**config.mk**
```make
export PLATFORM = sky130hd
export DESIGN_NAME = mem_port_arbiter
export DESIGN_NICKNAME = d
export VERILOG_FILES = /design/src/rtl/mem_arb_pkg.sv /design/src/rtl/arb_timeout_ctr.sv /design/src/rtl/mem_port_arbiter.sv
export SDC_FILE = /design/constraint.sdc
export NUM_CORES = 1
export LEC_CHECK = 0
export ABC_AREA = 1
export CORE_ASPECT_RATIO = 2
export CORE_MARGIN = 2
export CORE_UTILIZATION = 40
export CTS_BUF_LIST = sky130_fd_sc_hd__clkbuf_16
export CTS_CLUSTER_DIAMETER = 80
export DETAILED_ROUTE_END_ITERATION = 16
export PLACE_DENSITY = 0.79
export SLEW_MARGIN = 20
export SYNTH_ARGS = -nofsm -noshare
export SYNTH_HDL_FRONTEND = slang
export SYNTH_HIERARCHICAL = 1
export SYNTH_SLANG_ARGS = --single-unit
```
**constraint.sdc**
```tcl
create_clock -name CLK -period 2.05 [get_ports CLK]
set_input_delay 0.205 -clock CLK [delete_from_list [all_inputs] [get_ports CLK]]
set_output_delay 0.205 -clock CLK [all_outputs]
set_load 0.01 [all_outputs]
```
**src/rtl/mem_arb_pkg.sv**
```systemverilog
// Shared definitions for the memory port arbiter: FSM state encoding, requester IDs,
// data width and the round-robin pick helper.
package mem_arb_pkg;

    localparam int DATA_WIDTH = 32;

    localparam logic [1:0] ST_IDLE    = 2'd0;
    localparam logic [1:0] ST_IF_BUSY = 2'd1;
    localparam logic [1:0] ST_DM_BUSY = 2'd2;

    typedef enum logic {
        ARB_IF = 1'b0,
        ARB_DM = 1'b1
    } arb_id_e;

    // On a tie the requester that was not served last wins.
    function automatic arb_id_e arb_pick(input logic if_ok, input logic dm_ok, input arb_id_e last);
        if (if_ok && dm_ok) begin
            return (last == ARB_DM) ? ARB_IF : ARB_DM;
        end else if (dm_ok) begin
            return ARB_DM;
        end else begin
            return ARB_IF;
        end
    endfunction

endpackage

```
**src/rtl/arb_timeout_ctr.sv**
```systemverilog
// Access watchdog for mem_port_arbiter: down-counter loaded on grant, expires when the
// terminal count is reached during an access.
module arb_timeout_ctr #(
    parameter int CYCLES = 16
) (
    input  logic CLK,
    input  logic RST,
    input  logic load,
    input  logic count,
    output logic expire
);

    localparam int             W        = (CYCLES > 1) ? $clog2(CYCLES) : 1;
    localparam logic [W-1:0]   LOAD_VAL = W'(CYCLES - 1);

    logic [W-1:0] cnt_q;

    always_ff @(posedge CLK or negedge RST) begin
        if (!RST) begin
            cnt_q <= '0;
        end else if (load) begin
            cnt_q <= LOAD_VAL;
        end else if (count && (cnt_q != '0)) begin
            cnt_q <= cnt_q - W'(1);
        end
    end

    // Expires in the last of CYCLES consecutive counted cycles.
    assign expire = count && (cnt_q == '0);

endmodule

```
**src/rtl/mem_port_arbiter.sv**
```systemverilog
// Round-robin arbiter sharing one memory port between instruction fetch and data access.
// Optional access timeout enabled by defining MEM_ARB_TIMEOUT_EN.
module mem_port_arbiter
    import mem_arb_pkg::*;
#(
    parameter int ADDR_WIDTH     = 26,
    parameter int TIMEOUT_CYCLES = 16
) (
    input  logic                  CLK,
    input  logic                  RST,
    input  logic                  IF_REQ,
    input  logic [ADDR_WIDTH-1:0] IF_ADDR,
    output logic                  IF_DONE,
    input  logic                  DM_REQ,
    input  logic                  DM_WE,
    input  logic [ADDR_WIDTH-1:0] DM_ADDR,
    input  logic [DATA_WIDTH-1:0] DM_WDATA,
    output logic                  DM_DONE,
    output logic [DATA_WIDTH-1:0] RDATA,
    output logic [ADDR_WIDTH-1:0] MEM_ADDR,
    output logic                  MEM_READ,
    output logic                  MEM_WRITE,
    output logic [DATA_WIDTH-1:0] MEM_WDATA,
    input  logic [DATA_WIDTH-1:0] MEM_RDATA,
    input  logic                  MEM_READY,
    output logic                  TIMEOUT_ERR
);

    // state      | meaning
    // ST_IDLE    | no access in flight; arbitrate pending requests
    // ST_IF_BUSY | instruction fetch read in progress
    // ST_DM_BUSY | data read or write in progress

    logic [1:0]            state_q;
    arb_id_e               last_q;
    arb_id_e               pick;
    logic [ADDR_WIDTH-1:0] addr_q;
    logic                  we_q;
    logic [DATA_WIDTH-1:0] wdata_q;
    logic [DATA_WIDTH-1:0] rdata_q;
    logic                  if_done_q;
    logic                  dm_done_q;
    logic                  tout_q;
    logic                  if_ok;
    logic                  dm_ok;
    logic                  grant;
    logic                  busy;
    logic                  finish;
    logic                  abort;
    logic                  expire;

    assign busy   = (state_q == ST_IF_BUSY) || (state_q == ST_DM_BUSY);
    // A requester is not eligible in the cycle its DONE is showing.
    assign if_ok  = IF_REQ && !if_done_q;
    assign dm_ok  = DM_REQ && !dm_done_q;
    assign pick   = arb_pick(if_ok, dm_ok, last_q);
    assign grant  = (state_q == ST_IDLE) && (if_ok || dm_ok);
    assign finish = busy && MEM_READY;
    assign abort  = busy && !MEM_READY && expire;

`ifdef MEM_ARB_TIMEOUT_EN
    arb_timeout_ctr #(
        .CYCLES (TIMEOUT_CYCLES)
    ) u_timeout_ctr (
        .CLK    (CLK),
        .RST    (RST),
        .load   (grant),
        .count  (busy),
        .expire (expire)
    );
`else
    assign expire = 1'b0;
`endif

    always_ff @(posedge CLK or negedge RST) begin
        if (!RST) begin
            state_q   <= ST_IDLE;
            last_q    <= ARB_DM;
            addr_q    <= '0;
            we_q      <= 1'b0;
            wdata_q   <= '0;
            rdata_q   <= '0;
            if_done_q <= 1'b0;
            dm_done_q <= 1'b0;
            tout_q    <= 1'b0;
        end else begin
            if_done_q <= 1'b0;
            dm_done_q <= 1'b0;
            tout_q    <= 1'b0;
            case (state_q)
                ST_IDLE: begin
                    if (grant) begin
                        last_q <= pick;
                        if (pick == ARB_DM) begin
                            state_q <= ST_DM_BUSY;
                            addr_q  <= DM_ADDR;
                            we_q    <= DM_WE;
                            wdata_q <= DM_WDATA;
                        end else begin
                            state_q <= ST_IF_BUSY;
                            addr_q  <= IF_ADDR;
                            we_q    <= 1'b0;
                            wdata_q <= '0;
                        end
                    end
                end
                ST_IF_BUSY, ST_DM_BUSY: begin
                    if (finish || abort) begin
                        state_q   <= ST_IDLE;
                        if_done_q <= (state_q == ST_IF_BUSY);
                        dm_done_q <= (state_q == ST_DM_BUSY);
                        tout_q    <= abort;
                        if (finish && !we_q) begin
                            rdata_q <= MEM_RDATA;
                        end
                    end
                end
                default: state_q <= ST_IDLE;
            endcase
        end
    end

    assign MEM_READ    = busy && !we_q;
    assign MEM_WRITE   = (state_q == ST_DM_BUSY) && we_q;
    assign MEM_ADDR    = busy ? addr_q : '0;
    assign MEM_WDATA   = MEM_WRITE ? wdata_q : '0;
    assign RDATA       = rdata_q;
    assign IF_DONE     = if_done_q;
    assign DM_DONE     = dm_done_q;
    assign TIMEOUT_ERR = tout_q;

endmodule

```
==> run_results.csv <==
group,metric,value,unit
status,status,"completed",
detailed_routing,vias,4627,
detailed_routing,routed.top_layer,"met4",
timing,finalMaxSlewViolations,0,
finish,syn_to_final_growth,56.4,%
logic_synthesis,avgSynthCellArea,7.54,um^2
clocking,cts_buffers,9,
finish,diodes,0,
placed_design,gp_congestion,0.833,
detailed_routing,dr.pass1.iters,5,
setup_path,crit_arrival,1750,ps
clocking,tritoncts,"done",
timing,fin_crit_sh,95.5,%
die,row_count,55,
logic_synthesis,ys_seq_area_share,52.8,%
timing,rsz0062_at_grt,"no",
finish,design_area,7120,um^2
detailed_routing,routed-wl-met2,7900,um
timing,setup_viol_count_final,0,
detailed_routing,drc,0,
timing,tns,0,ps
placed_design,dp_cells,939,
power,ir_worst_vdd,0.000736,V
global_routing,grt_max_degree,59,
die,start_util,40.6,%
clocking,clkTransAtPathRegs,70,ps
logic_synthesis,ys_ff_latch,96,
logic_synthesis,synth_area_leaders,"dfrtp_1, nand2_1, nand3_1",
detailed_routing,drtIter0Drc,249,
global_routing,grtUsageTotal,23.8,%
die,die_w,79.5,um
finish,final-instance-count-excl-fill,957,
timing,hold_viol,0,
detailed_routing,ant_nets,0,
detailed_routing,wire_per_inst,14.9,um
logic_synthesis,synth_cell_type_count,22,
logic_synthesis,syn_nets,729,
clocking,ctsHtreeMaxLevel,3,
setup_path,start_kind,"flop",
logic_synthesis,synth_ff_type,"dfrtp_1",
clocking,clock-sinks,96,
timing,slew_headroom,64.3,%
setup_path,critPathKind,"reg2out",
finish,post-route-util,63.5,%
die,die_y,155,um
setup_path,critPathRequiredTime,1850,ps
setup_path,setup.worst_path.end_class,"output port",
hold_path,hp-class,"in2async",
logic_synthesis,synthTopCellsByCount,"nand2_1, dfrtp_1, inv_1",
logic_synthesis,synth_edf_count,0,
placed_design,place_area,6830,um^2
placed_design,dp_hpwl,10400,um
timing,fin_worst_skew,10.5,ps
placed_design,pre_cts_ws,136,ps
logic_synthesis,netlist.area_leader.share,52.2,%
logic_synthesis,async_flop_share,100,%
finish,drive_gt1_share,6.75,%
detailed_routing,routed_wl,14300,um
timing,timing.final.ws_setup,92.8,ps
finish,layout.nets,935,
clocking,cts-root-buf,"clkbuf_16",
run,drv_cap,0,
setup_path,regToRegStartpoint,"state_q[1]",
timing,fin_crit,1960,ps
detailed_routing,wl_met1,5070,um
global_routing,grt_pass1_wl,23000,um
power,powerDensity,1330,nW/um^2
detailed_routing,met3_length,749,um
detailed_routing,routed_via_density,4.83,
clocking,clock_latency,350,ps
clocking,cts_buffer_depth,2,
global_routing,grt_antenna_before_repair,0,
logic_synthesis,synthCells,604,
timing,max_slew.worst_pin.slew,535,ps
logic_synthesis,yosysWarnings,6,
timing,fmax,0.511,GHz
logic_synthesis,synth_area,4550,um^2
global_routing,overflow,0,
placed_design,portBuffers,215,
logic_synthesis,synth_largest_area_cell,"dfrtp_1",
global_routing,grt_pass1_vias,4842,
setup_path,cp-startpoint,"state_q[1]",
die,core,11200,um^2
die,die_area,12300,um^2
power,leakagePower,0.00391,uW
die,pin_count,217,
logic_synthesis,yosysMostFrequentCell,"nand2_1",
setup_path,cp_max_fo,13,
## timing repair
item | 4_1_cts | 5_1_grt
hold endpoints to repair | 39 | 0
cloned | 1 | 0
resized for setup | 59 | 27
hold buffers | 1 | 0
setup buffers | 0 | 0
setup endpoints to repair | 60 | 16
## cells in the final DEF, fill, tap and decap left out, types with 2 or more instances in the layout
cell	instances
dlymetal6s2s_1	4
inv_1	64
nand2_1	266
o21ai_0	24
dlygate4sd2_1	45
buf_4	11
clkbuf_16	9
o21ai_1	10
dfrtp_1	95
clkdlybuf4s50_1	154
ha_1	2
clkbuf_2	10
clkinv_4	2
buf_12	3
inv_6	2
inv_2	5
nor2_4	3
bufinv_16	2
nor2_1	32
nand3_1	59
## worst max-delay path, cell delays in order (launching register included)
cell and delay, ps:
dfrtp_1 400, inv_2 70, ha_4 300, bufbuf_16 280, nand2_1 50, inv_1 50, dlygate4sd2_1 250
## per-layer routing
metal / vias up / GRT usage, %
met2: 184 / 44.1
met1: 2184 / 25.4
met4: 0 / 11.4
li1: 2222 / -
met3: 37 / 4.12
met5: - / 0
## cell type report
type | count | area (um^2)
tap | 142 | 178
timing repair buffer | 231 | 2250
clock inverter | 7 | 103
sequential | 96 | 2400
multi-input combinational | 403 | 1710
fill | 1004 | 4100
inverter | 69 | 259
clock buffer | 9 | 225
## path summary, 6_finish.rpt
path                               end  slack [ps]  cells past startpoint
max reg2reg                   RDATA[5]         280                      9
max                        MEM_ADDR[0]          90                      6
min                         addr_q[17]         390                      2
max in group asynchronous       last_q         920                      3
min reg2reg                  RDATA[10]         470                      2
min in group CLK                  we_q         400                      3
## power by group
| part | leakage (uW) | internal [uW] | switching (uW) |
|---|---|---|---|
| sequential | 0.00121 | 2780 | 412 |
| clock | 0.000157 | 1080 | 734 |
| combinational | 0.00254 | 1950 | 2500 |
| total | 0.00391 | 5810 | 3650 |
## cells by family (layout without fill, tap and decap cells)
group | Yosys count | in the layout | synth area share, %
DFF | 96 | 96 | 52.8
and+or+nand+nor | 365 | 365 | 32.6
other | 1 | 1 | 0.0823
adders and majority gates | 3 | 3 | 0.824
buffers and inverters | 105 | 316 | 10.0
AOI/OAI and AO/OA | 34 | 34 | 3.74
## sequential cells by signal, summed over array words and instances, names as in the netlist
name     count
RDATA       32
DM_DONE      1
IF_DONE      1
we_q         1
addr_q      26
last_q       1
wdata_q     32
state_q      2
## per-stage QoR
step,power [uW],hold slack (ps)
final,9460,386
after global routing,10200,419
after CTS,9570,396
after detailed placement,7740,223
after global placement,7550,209
after floorplan,5510,-90.6
Note: power is estimated with default switching activity, not from simulation.
